--- config.mk ---
export PLATFORM = sky130hd
export DESIGN_NAME = snow64_wb_write_queue_flat
export DESIGN_NICKNAME = d
export VERILOG_FILES = /design/src/rtl/snow64_wb_write_queue_pkg.sv /design/src/rtl/snow64_wb_write_queue_if.sv /design/src/rtl/snow64_sync_fifo.sv /design/src/rtl/snow64_wb_write_queue.sv /design/src/flat_wrapper.sv
export SDC_FILE = /design/constraint.sdc
export NUM_CORES = 1
export LEC_CHECK = 0
export BUFFER_PORTS_ARGS = -buffer_cell sky130_fd_sc_hd__buf_2
export CORE_AREA = 3 3 216 218
export CTS_CLUSTER_SIZE = 12
export DETAILED_ROUTE_END_ITERATION = 7
export DIE_AREA = 0 0 219 221
export GPL_TIMING_DRIVEN = 0
export PLACE_DENSITY = 0.67
export RECOVER_POWER = 100
export SLEW_MARGIN = 5
export SYNTH_ARGS = -nofsm -noshare
export SYNTH_HDL_FRONTEND = slang
export SYNTH_SLANG_ARGS = --single-unit
--- constraint.sdc ---
create_clock -name clk -period 11.7 [get_ports clk]
set_input_delay 1.17 -clock clk [delete_from_list [all_inputs] [get_ports clk]]
set_output_delay 1.17 -clock clk [all_outputs]
set_load 0.02 [all_outputs]
--- src/rtl/snow64_wb_write_queue_pkg.sv ---
// Shared types for the write-back queue: the decoded-instruction view seen from EX,
// queue entry layout, drain FSM states and the load/store type decoder.
package snow64_wb_write_queue_pkg;

   localparam int WB_ADDR_WIDTH  = 64;
   localparam int WB_DATA_WIDTH  = 64;
   localparam int WB_INDEX_WIDTH = 4;

   // LAR-file write types
   localparam logic [1:0] WriteTypOnlyData = 2'd0;
   localparam logic [1:0] WriteTypLd       = 2'd1;
   localparam logic [1:0] WriteTypSt       = 2'd2;

   // LAR data types
   localparam logic [1:0] DataTypUnsgnInt  = 2'd0;
   localparam logic [1:0] DataTypSgnInt    = 2'd1;
   localparam logic [1:0] DataTypBFloat16  = 2'd2;

   // Integer sizes
   localparam logic [1:0] IntTypSz8        = 2'd0;
   localparam logic [1:0] IntTypSz16       = 2'd1;
   localparam logic [1:0] IntTypSz32       = 2'd2;
   localparam logic [1:0] IntTypSz64       = 2'd3;

   // Group 2/3 opcodes (stores reuse the load numbering)
   localparam logic [3:0] OperLdU8  = 4'd0;
   localparam logic [3:0] OperLdS8  = 4'd1;
   localparam logic [3:0] OperLdU16 = 4'd2;
   localparam logic [3:0] OperLdS16 = 4'd3;
   localparam logic [3:0] OperLdU32 = 4'd4;
   localparam logic [3:0] OperLdS32 = 4'd5;
   localparam logic [3:0] OperLdU64 = 4'd6;
   localparam logic [3:0] OperLdS64 = 4'd7;
   localparam logic [3:0] OperLdF16 = 4'd8;

   // Group 0 opcode that never writes the LAR file
   localparam logic [3:0] OperSimSyscall = 4'hF;

   typedef struct packed {
      logic [2:0]                group;
      logic [3:0]                oper;
      logic [WB_INDEX_WIDTH-1:0] ra_index;
   } decoded_instr_t;

   typedef struct packed {
      logic [1:0]                write_type;
      logic [WB_INDEX_WIDTH-1:0] index;
      logic [WB_ADDR_WIDTH-1:0]  ldst_addr;
      logic [WB_DATA_WIDTH-1:0]  non_ldst_data;
      logic [1:0]                data_type;
      logic [1:0]                int_type_size;
   } wb_queue_entry_t;

   typedef enum logic [1:0] {
      StIdle  = 2'd0,
      StIssue = 2'd1,
      StWait  = 2'd2,
      StBad   = 2'd3
   } state_t;

   // Returns {data_type, int_type_size} for a load/store opcode.
   function automatic logic [3:0] decode_ldst_type(input logic [3:0] oper);
      logic [3:0] res;
      case (oper)
         OperLdU8:  res = {DataTypUnsgnInt, IntTypSz8};
         OperLdS8:  res = {DataTypSgnInt,   IntTypSz8};
         OperLdU16: res = {DataTypUnsgnInt, IntTypSz16};
         OperLdS16: res = {DataTypSgnInt,   IntTypSz16};
         OperLdU32: res = {DataTypUnsgnInt, IntTypSz32};
         OperLdS32: res = {DataTypSgnInt,   IntTypSz32};
         OperLdU64: res = {DataTypUnsgnInt, IntTypSz64};
         OperLdS64: res = {DataTypSgnInt,   IntTypSz64};
         OperLdF16: res = {DataTypBFloat16, IntTypSz16};
         default:   res = 4'd0;
      endcase
      return res;
   endfunction

endpackage

--- src/rtl/snow64_wb_write_queue_if.sv ---
// EX-side enqueue signals and LAR-file write handshake of the write-back queue.
interface snow64_wb_write_queue_if #(parameter int DEPTH = 4);
   import snow64_wb_write_queue_pkg::*;

   logic                      in_valid;
   decoded_instr_t            in_decoded_instr;
   logic [WB_DATA_WIDTH-1:0]  in_computed_data;
   logic [WB_ADDR_WIDTH-1:0]  in_ldst_addr;
   logic                      out_stall;
   logic                      out_wr_req;
   logic [1:0]                out_wr_write_type;
   logic [WB_INDEX_WIDTH-1:0] out_wr_index;
   logic [WB_ADDR_WIDTH-1:0]  out_wr_ldst_addr;
   logic [WB_DATA_WIDTH-1:0]  out_wr_non_ldst_data;
   logic [1:0]                out_wr_data_type;
   logic [1:0]                out_wr_int_type_size;
   logic                      in_wr_valid;
   logic [$clog2(DEPTH):0]    out_count;

   // Environment side: EX and the LAR file
   modport master (
      output in_valid, in_decoded_instr, in_computed_data, in_ldst_addr, in_wr_valid,
      input  out_stall, out_wr_req, out_wr_write_type, out_wr_index, out_wr_ldst_addr,
             out_wr_non_ldst_data, out_wr_data_type, out_wr_int_type_size, out_count
   );

   // Queue side
   modport slave (
      input  in_valid, in_decoded_instr, in_computed_data, in_ldst_addr, in_wr_valid,
      output out_stall, out_wr_req, out_wr_write_type, out_wr_index, out_wr_ldst_addr,
             out_wr_non_ldst_data, out_wr_data_type, out_wr_int_type_size, out_count
   );
endinterface

--- src/rtl/snow64_sync_fifo.sv ---
// Generic synchronous FIFO; pointers carry one extra wrap bit so full/empty
// and occupancy fall straight out of the pointer difference.
module snow64_sync_fifo #(
   parameter type T     = logic,
   parameter int  DEPTH = 4
) (
   input  logic                   clk,
   input  logic                   rst,
   input  logic                   push,
   input  logic                   pop,
   input  T                       wdata,
   output T                       rdata,
   output logic                   full,
   output logic                   empty,
   output logic [$clog2(DEPTH):0] count
);
   localparam int IDX_W = $clog2(DEPTH);

   T                 mem [DEPTH];
   logic [IDX_W:0]   wr_ptr;
   logic [IDX_W:0]   rd_ptr;

   // Advance pointers on accepted push/pop; both may move in the same cycle.
   always_ff @(posedge clk or posedge rst) begin
      if (rst) begin
         wr_ptr <= '0;
         rd_ptr <= '0;
      end else begin
         if (push && !full)
            wr_ptr <= wr_ptr + 1'b1;
         if (pop && !empty)
            rd_ptr <= rd_ptr + 1'b1;
      end
   end

   // Entry storage is not reset; validity is tracked by the pointers alone.
   always_ff @(posedge clk) begin
      if (push && !full)
         mem[wr_ptr[IDX_W-1:0]] <= wdata;
   end

   assign rdata = mem[rd_ptr[IDX_W-1:0]];
   assign count = wr_ptr - rd_ptr;
   assign empty = (wr_ptr == rd_ptr);
   assign full  = (wr_ptr[IDX_W-1:0] == rd_ptr[IDX_W-1:0]) && (wr_ptr[IDX_W] != rd_ptr[IDX_W]);
endmodule

--- src/rtl/snow64_wb_write_queue.sv ---
// In-order write-back queue between EX and the LAR-file write port: buffers up
// to DEPTH writes and drains them one at a time over the req/valid handshake.
module snow64_wb_write_queue
   import snow64_wb_write_queue_pkg::*;
#(
   parameter int DEPTH       = 4,
   parameter int ADDR_WIDTH  = WB_ADDR_WIDTH,
   parameter int DATA_WIDTH  = WB_DATA_WIDTH,
   parameter int INDEX_WIDTH = WB_INDEX_WIDTH
) (
   input logic                   clk,
   input logic                   rst,
   snow64_wb_write_queue_if.slave bus
);
   localparam int CNT_W = $clog2(DEPTH) + 1;

   state_t              state;
   state_t              next_state;
   wb_queue_entry_t     enq_entry;
   wb_queue_entry_t     head;
   logic                enq_ok;
   logic                push;
   logic                pop;
   logic                full;
   logic                empty;
   logic [CNT_W-1:0]    fifo_count;
   logic [DATA_WIDTH-1:0]  enq_data;
   logic [ADDR_WIDTH-1:0]  enq_addr;
   logic [INDEX_WIDTH-1:0] enq_index;

   assign enq_data  = bus.in_computed_data;
   assign enq_addr  = bus.in_ldst_addr;
   assign enq_index = bus.in_decoded_instr.ra_index;

   // Classify the EX instruction and build the queue entry it would produce.
   always_comb begin
      enq_ok                  = 1'b0;
      enq_entry               = '0;
      enq_entry.index         = enq_index;
      case (bus.in_decoded_instr.group)
         3'd0: begin
            if (bus.in_decoded_instr.oper != OperSimSyscall) begin
               enq_ok                  = 1'b1;
               enq_entry.write_type    = WriteTypOnlyData;
               enq_entry.non_ldst_data = enq_data;
            end
         end
         3'd2: begin
            enq_ok                  = 1'b1;
            enq_entry.write_type    = WriteTypLd;
            enq_entry.ldst_addr     = enq_addr;
            {enq_entry.data_type, enq_entry.int_type_size} = decode_ldst_type(bus.in_decoded_instr.oper);
         end
         3'd3: begin
            enq_ok                  = 1'b1;
            enq_entry.write_type    = WriteTypSt;
            enq_entry.ldst_addr     = enq_addr;
            {enq_entry.data_type, enq_entry.int_type_size} = decode_ldst_type(bus.in_decoded_instr.oper);
         end
         default: enq_ok = 1'b0;
      endcase
   end

   assign push = bus.in_valid && !full && enq_ok;
   assign pop  = (state == StWait) && bus.in_wr_valid;

   snow64_sync_fifo #(
      .T     (wb_queue_entry_t),
      .DEPTH (DEPTH)
   ) u_fifo (
      .clk   (clk),
      .rst   (rst),
      .push  (push),
      .pop   (pop),
      .wdata (enq_entry),
      .rdata (head),
      .full  (full),
      .empty (empty),
      .count (fifo_count)
   );

   // Drain FSM state register.
   always_ff @(posedge clk or posedge rst) begin
      if (rst)
         state <= StIdle;
      else
         state <= next_state;
   end

   // Drain FSM transitions; a same-cycle push keeps the queue non-empty after a pop.
   always_comb begin
      next_state = state;
      case (state)
         StIdle:  if (!empty) next_state = StIssue;
         StIssue: next_state = StWait;
         StWait: begin
            if (bus.in_wr_valid)
               next_state = ((fifo_count > CNT_W'(1)) || push) ? StIssue : StIdle;
         end
         default: next_state = StIdle;
      endcase
   end

   // Request pulse and head fields; fields read zero while idle.
   always_comb begin
      bus.out_wr_req           = (state == StIssue);
      bus.out_wr_write_type    = '0;
      bus.out_wr_index         = '0;
      bus.out_wr_ldst_addr     = '0;
      bus.out_wr_non_ldst_data = '0;
      bus.out_wr_data_type     = '0;
      bus.out_wr_int_type_size = '0;
      if ((state == StIssue) || (state == StWait)) begin
         bus.out_wr_write_type    = head.write_type;
         bus.out_wr_index         = head.index;
         bus.out_wr_ldst_addr     = head.ldst_addr;
         bus.out_wr_non_ldst_data = head.non_ldst_data;
         bus.out_wr_data_type     = head.data_type;
         bus.out_wr_int_type_size = head.int_type_size;
      end
   end

   // Stall only on the registered full flag so the path to IF/ID stays short.
   assign bus.out_stall = full;
   assign bus.out_count = fifo_count;
endmodule

--- src/flat_wrapper.sv ---
// flat-port wrapper written by rule: the top's interface ports become plain ports
module snow64_wb_write_queue_flat import snow64_wb_write_queue_pkg::*;
#(
   parameter int DEPTH       = 4,
   parameter int ADDR_WIDTH  = WB_ADDR_WIDTH,
   parameter int DATA_WIDTH  = WB_DATA_WIDTH,
   parameter int INDEX_WIDTH = WB_INDEX_WIDTH
)
  (clk, rst, bus_in_valid, bus_in_decoded_instr, bus_in_computed_data, bus_in_ldst_addr, bus_in_wr_valid, bus_out_stall, bus_out_wr_req, bus_out_wr_write_type, bus_out_wr_index, bus_out_wr_ldst_addr, bus_out_wr_non_ldst_data, bus_out_wr_data_type, bus_out_wr_int_type_size, bus_out_count);
  snow64_wb_write_queue_if #(.DEPTH(DEPTH)) bus_i ();
  input logic clk;
  input logic rst;
  input wire logic [$bits(bus_i.in_valid)-1:0] bus_in_valid;
  input wire logic [$bits(bus_i.in_decoded_instr)-1:0] bus_in_decoded_instr;
  input wire logic [$bits(bus_i.in_computed_data)-1:0] bus_in_computed_data;
  input wire logic [$bits(bus_i.in_ldst_addr)-1:0] bus_in_ldst_addr;
  input wire logic [$bits(bus_i.in_wr_valid)-1:0] bus_in_wr_valid;
  output wire logic [$bits(bus_i.out_stall)-1:0] bus_out_stall;
  output wire logic [$bits(bus_i.out_wr_req)-1:0] bus_out_wr_req;
  output wire logic [$bits(bus_i.out_wr_write_type)-1:0] bus_out_wr_write_type;
  output wire logic [$bits(bus_i.out_wr_index)-1:0] bus_out_wr_index;
  output wire logic [$bits(bus_i.out_wr_ldst_addr)-1:0] bus_out_wr_ldst_addr;
  output wire logic [$bits(bus_i.out_wr_non_ldst_data)-1:0] bus_out_wr_non_ldst_data;
  output wire logic [$bits(bus_i.out_wr_data_type)-1:0] bus_out_wr_data_type;
  output wire logic [$bits(bus_i.out_wr_int_type_size)-1:0] bus_out_wr_int_type_size;
  output wire logic [$bits(bus_i.out_count)-1:0] bus_out_count;
  assign bus_i.in_valid = bus_in_valid;
  assign bus_i.in_decoded_instr = bus_in_decoded_instr;
  assign bus_i.in_computed_data = bus_in_computed_data;
  assign bus_i.in_ldst_addr = bus_in_ldst_addr;
  assign bus_i.in_wr_valid = bus_in_wr_valid;
  assign bus_out_stall = bus_i.out_stall;
  assign bus_out_wr_req = bus_i.out_wr_req;
  assign bus_out_wr_write_type = bus_i.out_wr_write_type;
  assign bus_out_wr_index = bus_i.out_wr_index;
  assign bus_out_wr_ldst_addr = bus_i.out_wr_ldst_addr;
  assign bus_out_wr_non_ldst_data = bus_i.out_wr_non_ldst_data;
  assign bus_out_wr_data_type = bus_i.out_wr_data_type;
  assign bus_out_wr_int_type_size = bus_i.out_wr_int_type_size;
  assign bus_out_count = bus_i.out_count;
  snow64_wb_write_queue #(.DEPTH(DEPTH), .ADDR_WIDTH(ADDR_WIDTH), .DATA_WIDTH(DATA_WIDTH), .INDEX_WIDTH(INDEX_WIDTH)) u_core (.clk(clk), .rst(rst), .bus(bus_i));
endmodule
==> results of run 1 <==
[path summary, 6_finish.rpt]
check	end	from	slack (ns)	depth (start not counted)
min reg2reg	u_core.u_fifo.wr_ptr[2]	u_core.u_fifo.wr_ptr[2]	0.53	1
max in group asynchronous	u_core.u_fifo.wr_ptr[0]	rst	10.94	2
max	u_core.u_fifo.mem[0][94]	u_core.u_fifo.rd_ptr[1]	5.11	9
min	u_core.u_fifo.wr_ptr[1]	rst	0.51	2
max reg2reg	u_core.u_fifo.mem[0][94]	u_core.u_fifo.rd_ptr[1]	5.11	9
min in group clk	u_core.u_fifo.wr_ptr[2]	u_core.u_fifo.wr_ptr[2]	0.53	1
[through the flow]
stage          cell area, um^2  hold WS [ns]  power (mW)  setup WS [ns]  instances
2_1_floorplan            22400         0.498        4.14           6.29       1088
3_3_place_gp             24600         0.513        4.99           3.17       1973
3_5_place_dp             24800         0.516        4.98           7.85       1983
4_1_cts                  26600         0.483        6.73           7.18       2079
5_1_grt                  26400         0.521        6.89           4.51       2082
6_report                 26400         0.513        6.56           5.11       2084
[synthesized netlist by cell type (4+ instances only)]
cell type	number	area (um^2)
and2_1	271	1700
buf_2	14	70.1
buf_6	14	158
clkbuf_1	24	90.1
clkbuf_2	6	30.0
dfrtp_1	8	200
edfxtp_1	552	16600
ha_1	11	138
inv_1	9	33.8
mux4_2	138	3110
nand2_1	6	22.5
nor2_1	5	18.8
o21ai_0	5	25.0
xnor2_1	4	35.0
[power breakdown]
group / switching (mW) / total (mW) / internal [mW]
logic: 1.46 / 2.39 / 0.924
clock network: 0.714 / 1.73 / 1.02
registers: 0.0443 / 2.43 / 2.39
total: 2.22 / 6.56 / 4.33
[worst register-to-register path: cells and delay by family (launching register included)]
family                     cells  cell delay [ns]
AOI/OAI and AO/OA              1             0.40
and+or+nand+nor                2             1.74
buffers and inverters          5             3.30
adders and majority gates      1             0.30
DFF                            1             0.48
[final cells by class]
type,instances,share of cell area
flip-flops and latches,560,0.634
multi-input cells,460,0.197
clock buffers,80,0.0612
repair buffers,295,0.0588
well taps,600,0.0284
plain buffers,59,0.0125
clock inverters,16,0.00610
inverters,9,0.00128
diodes,5,0.000473
[flip-flops by register name, indices dropped and copies added, names as in the netlist]
register              cells
u_core.u_fifo.wr_ptr      3
u_core.u_fifo.mem       552
u_core.u_fifo.rd_ptr      3
u_core.state              2
[kinds of logic after synthesis]
family | count (synthesis) | synth area share
and+or+nand+nor | 291 | 0.0805
AOI/OAI and AO/OA | 11 | 0.00347
muxes | 139 | 0.139
adders and majority gates | 12 | 0.00704
DFF | 560 | 0.750
buffers and inverters | 68 | 0.0172
xor gates and xnor gates | 7 | 0.00274
[metal layers]
metal  vias up  global-route usage
li1       4990                   -
met1      5809               0.267
met2       313               0.317
met3        77              0.0488
met4        14              0.0562
met5         -                   0
==> impl_metrics.py, run 1 <==
metrics = {
    "run_status": {
        "status": "complete, but fails checks",
        "violations": "capacitance limit, slew limit",
    },
    "finish": {
        "post-route-util": 0.587,
        "nFillCells": 3461,
        "syn_to_final_growth_pct": 18.2,
        "regArea_mm2": 0.0168,
        "final_common_cell": "edfxtp_1",
        "drive_above_1_share": 0.303,
        "final_cell_mix": "edfxtp_1 (552), buf_2 (214), and2_0 (200)",
        "multi_input_area_mm2": 0.00521,
        "final_net_count": 1598,
    },
    "clocking": {
        "cts_inserted_buffers": 58,
        "clk-insertion-delay-late_ns": 0.60,
        "clock_sinks": 560,
        "cts_tree": "yes",
        "post_cts_resized": 0,
        "cts_max_level": 2,
        "clkTransAtPathRegs_ns": 0.06,
        "clockBufferDepth": 3,
        "post-cts-setup-buffers": 0,
        "cts_root_buf": "clkbuf_16",
        "hold_buffers": 0,
    },
    "timing": {
        "tightest_slew_ns": 3.37,
        "maxSlewViolCount": 168,
        "fin_crit_sh": 0.563,
        "fin_worst_skew_ns": 0.0141,
        "rsz0062_at_grt": "false",
        "slew_headroom": -1.25,
        "post-route-min-period_ns": 6.59,
        "finalSetupTns_ns": 0,
        "fmaxAchievable_mhz": 152,
        "setup_viol": 0,
        "hold_violations": 0,
    },
    "setup_path": {
        "critPathMaxStageDelay_ns": 1.68,
        "critPathCaptureType": "register",
        "crit_type": "register to register",
        "critical-path-top-delay-family": "buffers and inverters",
        "critPathSlowestCell": "clkbuf_1",
        "start_kind": "register",
        "crit_path_cell_trace": "clkbuf_1, clkbuf_1, inv_1, ha_1, nand2_1, o221a_1, and2_0, clkbuf_1, buf_16",
        "crit_arrival_ns": 6.86,
        "cp.required_ns": 11.97,
        "path_max_fanout": 48,
        "path_common_cell": "clkbuf_1",
        "cp_num_buf_inv": 5,
    },
    "routing": {
        "highest_layer": "met5",
        "drc": 0,
        "dr.first_iter.drc_count": 726,
        "routed_wl_mm": 47.0,
        "routed_wire_length_per_instance_um": 22.6,
        "wl_met3_mm": 3.23,
        "final_antenna_net_count": 0,
        "met1_length_mm": 19.4,
        "dr.pass1.iters": 5,
        "wl_met2_mm": 23.3,
        "viasPerCell": 5.38,
        "vias": 11200,
    },
    "floorplanning": {
        "ios": 286,
        "dieArea_mm2": 0.0484,
        "die_h_um": 221,
        "die_w_um": 219,
        "rows": 78,
        "core-area_mm2": 0.0451,
        "start_util": 0.496,
    },
    "global_route": {
        "grt_max_degree": 53,
        "grt_pass1_wl_mm": 71.6,
        "grt_pass1_vias": 11900,
        "antenna_found_initial": 11,
        "grt.total_usage": 0.196,
        "grt_overflow": 0,
    },
    "power_and_ir_drop": {
        "pwr_density_cell_mw_per_mm2": 248,
        "ir_drop_uv": 155,
        "leakage_nw": 9.04,
    },
    "synth": {
        "syn_avg_cell_area_um2": 20.6,
        "synth-main-ff-cell": "edfxtp_1",
        "ys_seq_elements": 560,
        "synth-seq-area-share": 0.750,
        "postSynth.asyncResetShare": 0.0143,
        "syn-num-nets": 1243,
        "syn_area_mm2": 0.0224,
        "synth.distinct_cells": 29,
        "synth_cells": 1088,
        "synth-warning-count": 0,
        "synth_enable_flop_cells": 552,
    },
    "worst_hold_path": {
        "hp-class": "input pin to asynchronous set/reset pin",
    },
    "placement": {
        "gp_congestion": 0.724,
        "dpl.hpwl_mm": 29.6,
        "io_buffer_count": 285,
    },
    "run": {
        "cap_violations": 5,
    },
}
Power figures use the tool's default switching activity.
==> run 2: changes to the inputs <==
Settings changed: PLACE_DENSITY 0.67 to 0.7.
Clock period 11.7 ns to 5.9 ns, I/O delays scaled along.
==> impl_metrics.py, run 2 (same netlist as run 1, synthesis figures left out) <==
metrics = {
    "clocking": {
        "clockBufferDepth": 3,
        "post-cts-setup-buffers": 0,
        "clk-insertion-delay-late_ns": 0.60,
        "clkTransAtPathRegs_ns": 0.06,
        "cts_inserted_buffers": 57,
        "cts_max_level": 2,
        "cts_root_buf": "clkbuf_16",
        "cts_tree": "yes",
        "post_cts_resized": 0,
        "clock_sinks": 560,
    },
    "finish": {
        "nFillCells": 3417,
        "regArea_mm2": 0.0168,
        "final-instance-count-excl-fill": 2089,
        "multi_input_area_mm2": 0.00522,
        "fin_area_mm2": 0.0264,
        "final_cell_mix": "edfxtp_1 (552), buf_2 (208), and2_0 (191)",
        "syn_to_final_growth_pct": 18.0,
        "final_common_cell": "edfxtp_1",
        "largest_reg_flops": 552,
        "final_net_count": 1600,
        "drive_above_1_share": 0.300,
    },
    "routing": {
        "drc": 0,
        "final_antenna_net_count": 0,
        "vias": 11200,
        "routed_wl_mm": 47.1,
        "dr.first_iter.drc_count": 751,
        "viasPerCell": 5.38,
        "routed_wire_length_per_instance_um": 22.6,
        "dr.pass1.iters": 5,
    },
    "power_and_ir_drop": {
        "clkPwrFrac": 0.256,
        "combPwrFrac": 0.369,
        "power.internal_mw": 8.44,
        "switching_power_mw": 4.38,
        "seq_power_share": 0.376,
        "leakage_nw": 9.02,
        "pwr_density_cell_mw_per_mm2": 485,
        "ir_drop_uv": 278,
        "switching_share": 0.342,
    },
    "floorplanning": {
        "start_util": 0.496,
        "ios": 286,
        "die_h_um": 221,
        "rows": 78,
        "die_w_um": 219,
        "core-area_mm2": 0.0451,
        "dieArea_mm2": 0.0484,
    },
    "timing": {
        "maxSlewViolCount": 0,
        "rsz0062_at_grt": "false",
        "setup_viol": 0,
        "post-route-min-period_ns": 4.52,
        "fin_crit_sh": 0.766,
        "fmaxAchievable_mhz": 221,
        "tightest_slew_ns": 1.12,
        "fin_worst_skew_ns": 0.00864,
        "slew_headroom": 0.252,
        "hold_violations": 0,
    },
    "placement": {
        "dpl_cell_area_mm2": 0.0249,
        "gp_congestion": 0.757,
        "dpl.hpwl_mm": 29.9,
        "io_buffer_count": 285,
        "dpl.cell_count": 1985,
    },
    "global_route": {
        "grt_pass1_vias": 11900,
        "grt_max_degree": 50,
        "antenna_found_initial": 10,
        "grt_overflow": 0,
        "grt_pass1_wl_mm": 71.5,
        "grt.total_usage": 0.197,
    },
    "setup_path": {
        "cp.required_ns": 6.11,
        "crit_arrival_ns": 4.72,
        "crit_type": "register to register",
        "critPathCaptureType": "register",
        "path_max_fanout": 35,
        "start_kind": "register",
    },
    "run": {
        "cap_violations": 0,
    },
    "run_status": {
        "status": "completed",
    },
    "worst_hold_path": {
        "hp-class": "input pin to register",
    },
}
run 2: cell count changes in the layout (fill, tap and decap cells not counted), sizes merged:
cell / change
diode: +1
dlygate4sd3: +1
clkbuf: +4
buf: -4
bufinv: -2
clkinv: +7
clkinvlp: -2
run 2: final cells by class:
| cell class | instances | area share |
|---|---|---|
| Sequential cell | 560 | 0.635 |
| Buffer | 59 | 0.0128 |
| Tap cell | 600 | 0.0284 |
| Clock inverter | 19 | 0.00422 |
| Multi-Input combinational cell | 460 | 0.198 |
| Timing Repair Buffer | 298 | 0.0607 |
| Clock buffer | 78 | 0.0593 |
| Inverter | 9 | 0.00128 |
| Antenna cell | 6 | 0.000568 |
run 2: metrics by stage:
step | setup TNS (ns) | power [mW] | utilization | worst slack (ns) | hold WS [ns]
floorplan | 0 | 8.21 | - | 0.577 | 0.406
global placement | -1457.89 | 9.87 | 0.545 | -2.74 | 0.510
detailed placement | 0 | 9.87 | 0.552 | 2.01 | 0.525
CTS | 0 | 13.2 | 0.589 | 1.99 | 0.159
global route | 0 | 13.5 | 0.586 | 1.01 | 0.242
finish | 0 | 12.8 | 0.586 | 1.38 | 0.260
run 2: path summary, 6_finish.rpt:
check                                         from                   endpoint  slack (ns)  cells after the start
max                        u_core.u_fifo.rd_ptr[1]  u_core.u_fifo.mem[2][108]        1.38                      8
min                        bus_in_decoded_instr[3]  u_core.u_fifo.mem[3][135]        0.26                      1
max reg2reg                u_core.u_fifo.rd_ptr[1]  u_core.u_fifo.mem[2][108]        1.38                      8
min reg2reg                u_core.u_fifo.rd_ptr[2]    u_core.u_fifo.rd_ptr[2]        0.54                      1
max in group asynchronous                      rst    u_core.u_fifo.wr_ptr[2]        5.12                      3
min in group asynchronous                      rst    u_core.u_fifo.rd_ptr[2]        0.53                      3
run 2: power by group through the flow:
stage	Combinational, mW	Clock (mW)	Sequential [mW]
finish	4.73	3.28	4.82
global route	5.10	3.53	4.84
CTS	4.98	3.36	4.82
detailed placement	4.97	0	4.90
global placement	4.89	0	4.99
floorplan	3.29	0	4.92
run 2: worst max-delay path: stages, from the launching register on:
cell,delay [ns]
dfrtp_1,0.50
clkbuf_1,0.55
clkbuf_1,0.60
inv_1,0.14
ha_1,0.30
nand2_1,0.14
o221a_1,0.40
and2_4,0.51
clkbuf_2,0.91
run 2: layer usage:
metal	share of wire	vias up	track usage
met5	0.0013	-	0
met4	0.024	10	0.0656
met3	0.064	85	0.0446
met2	0.50	335	0.325
met1	0.40	5799	0.261
li1	-	5014	-
run 2: timing repair:
item,CTS,global route
endpoints found under the hold margin,8,0
hold buffers,1,0
endpoints found under the setup margin,0,0
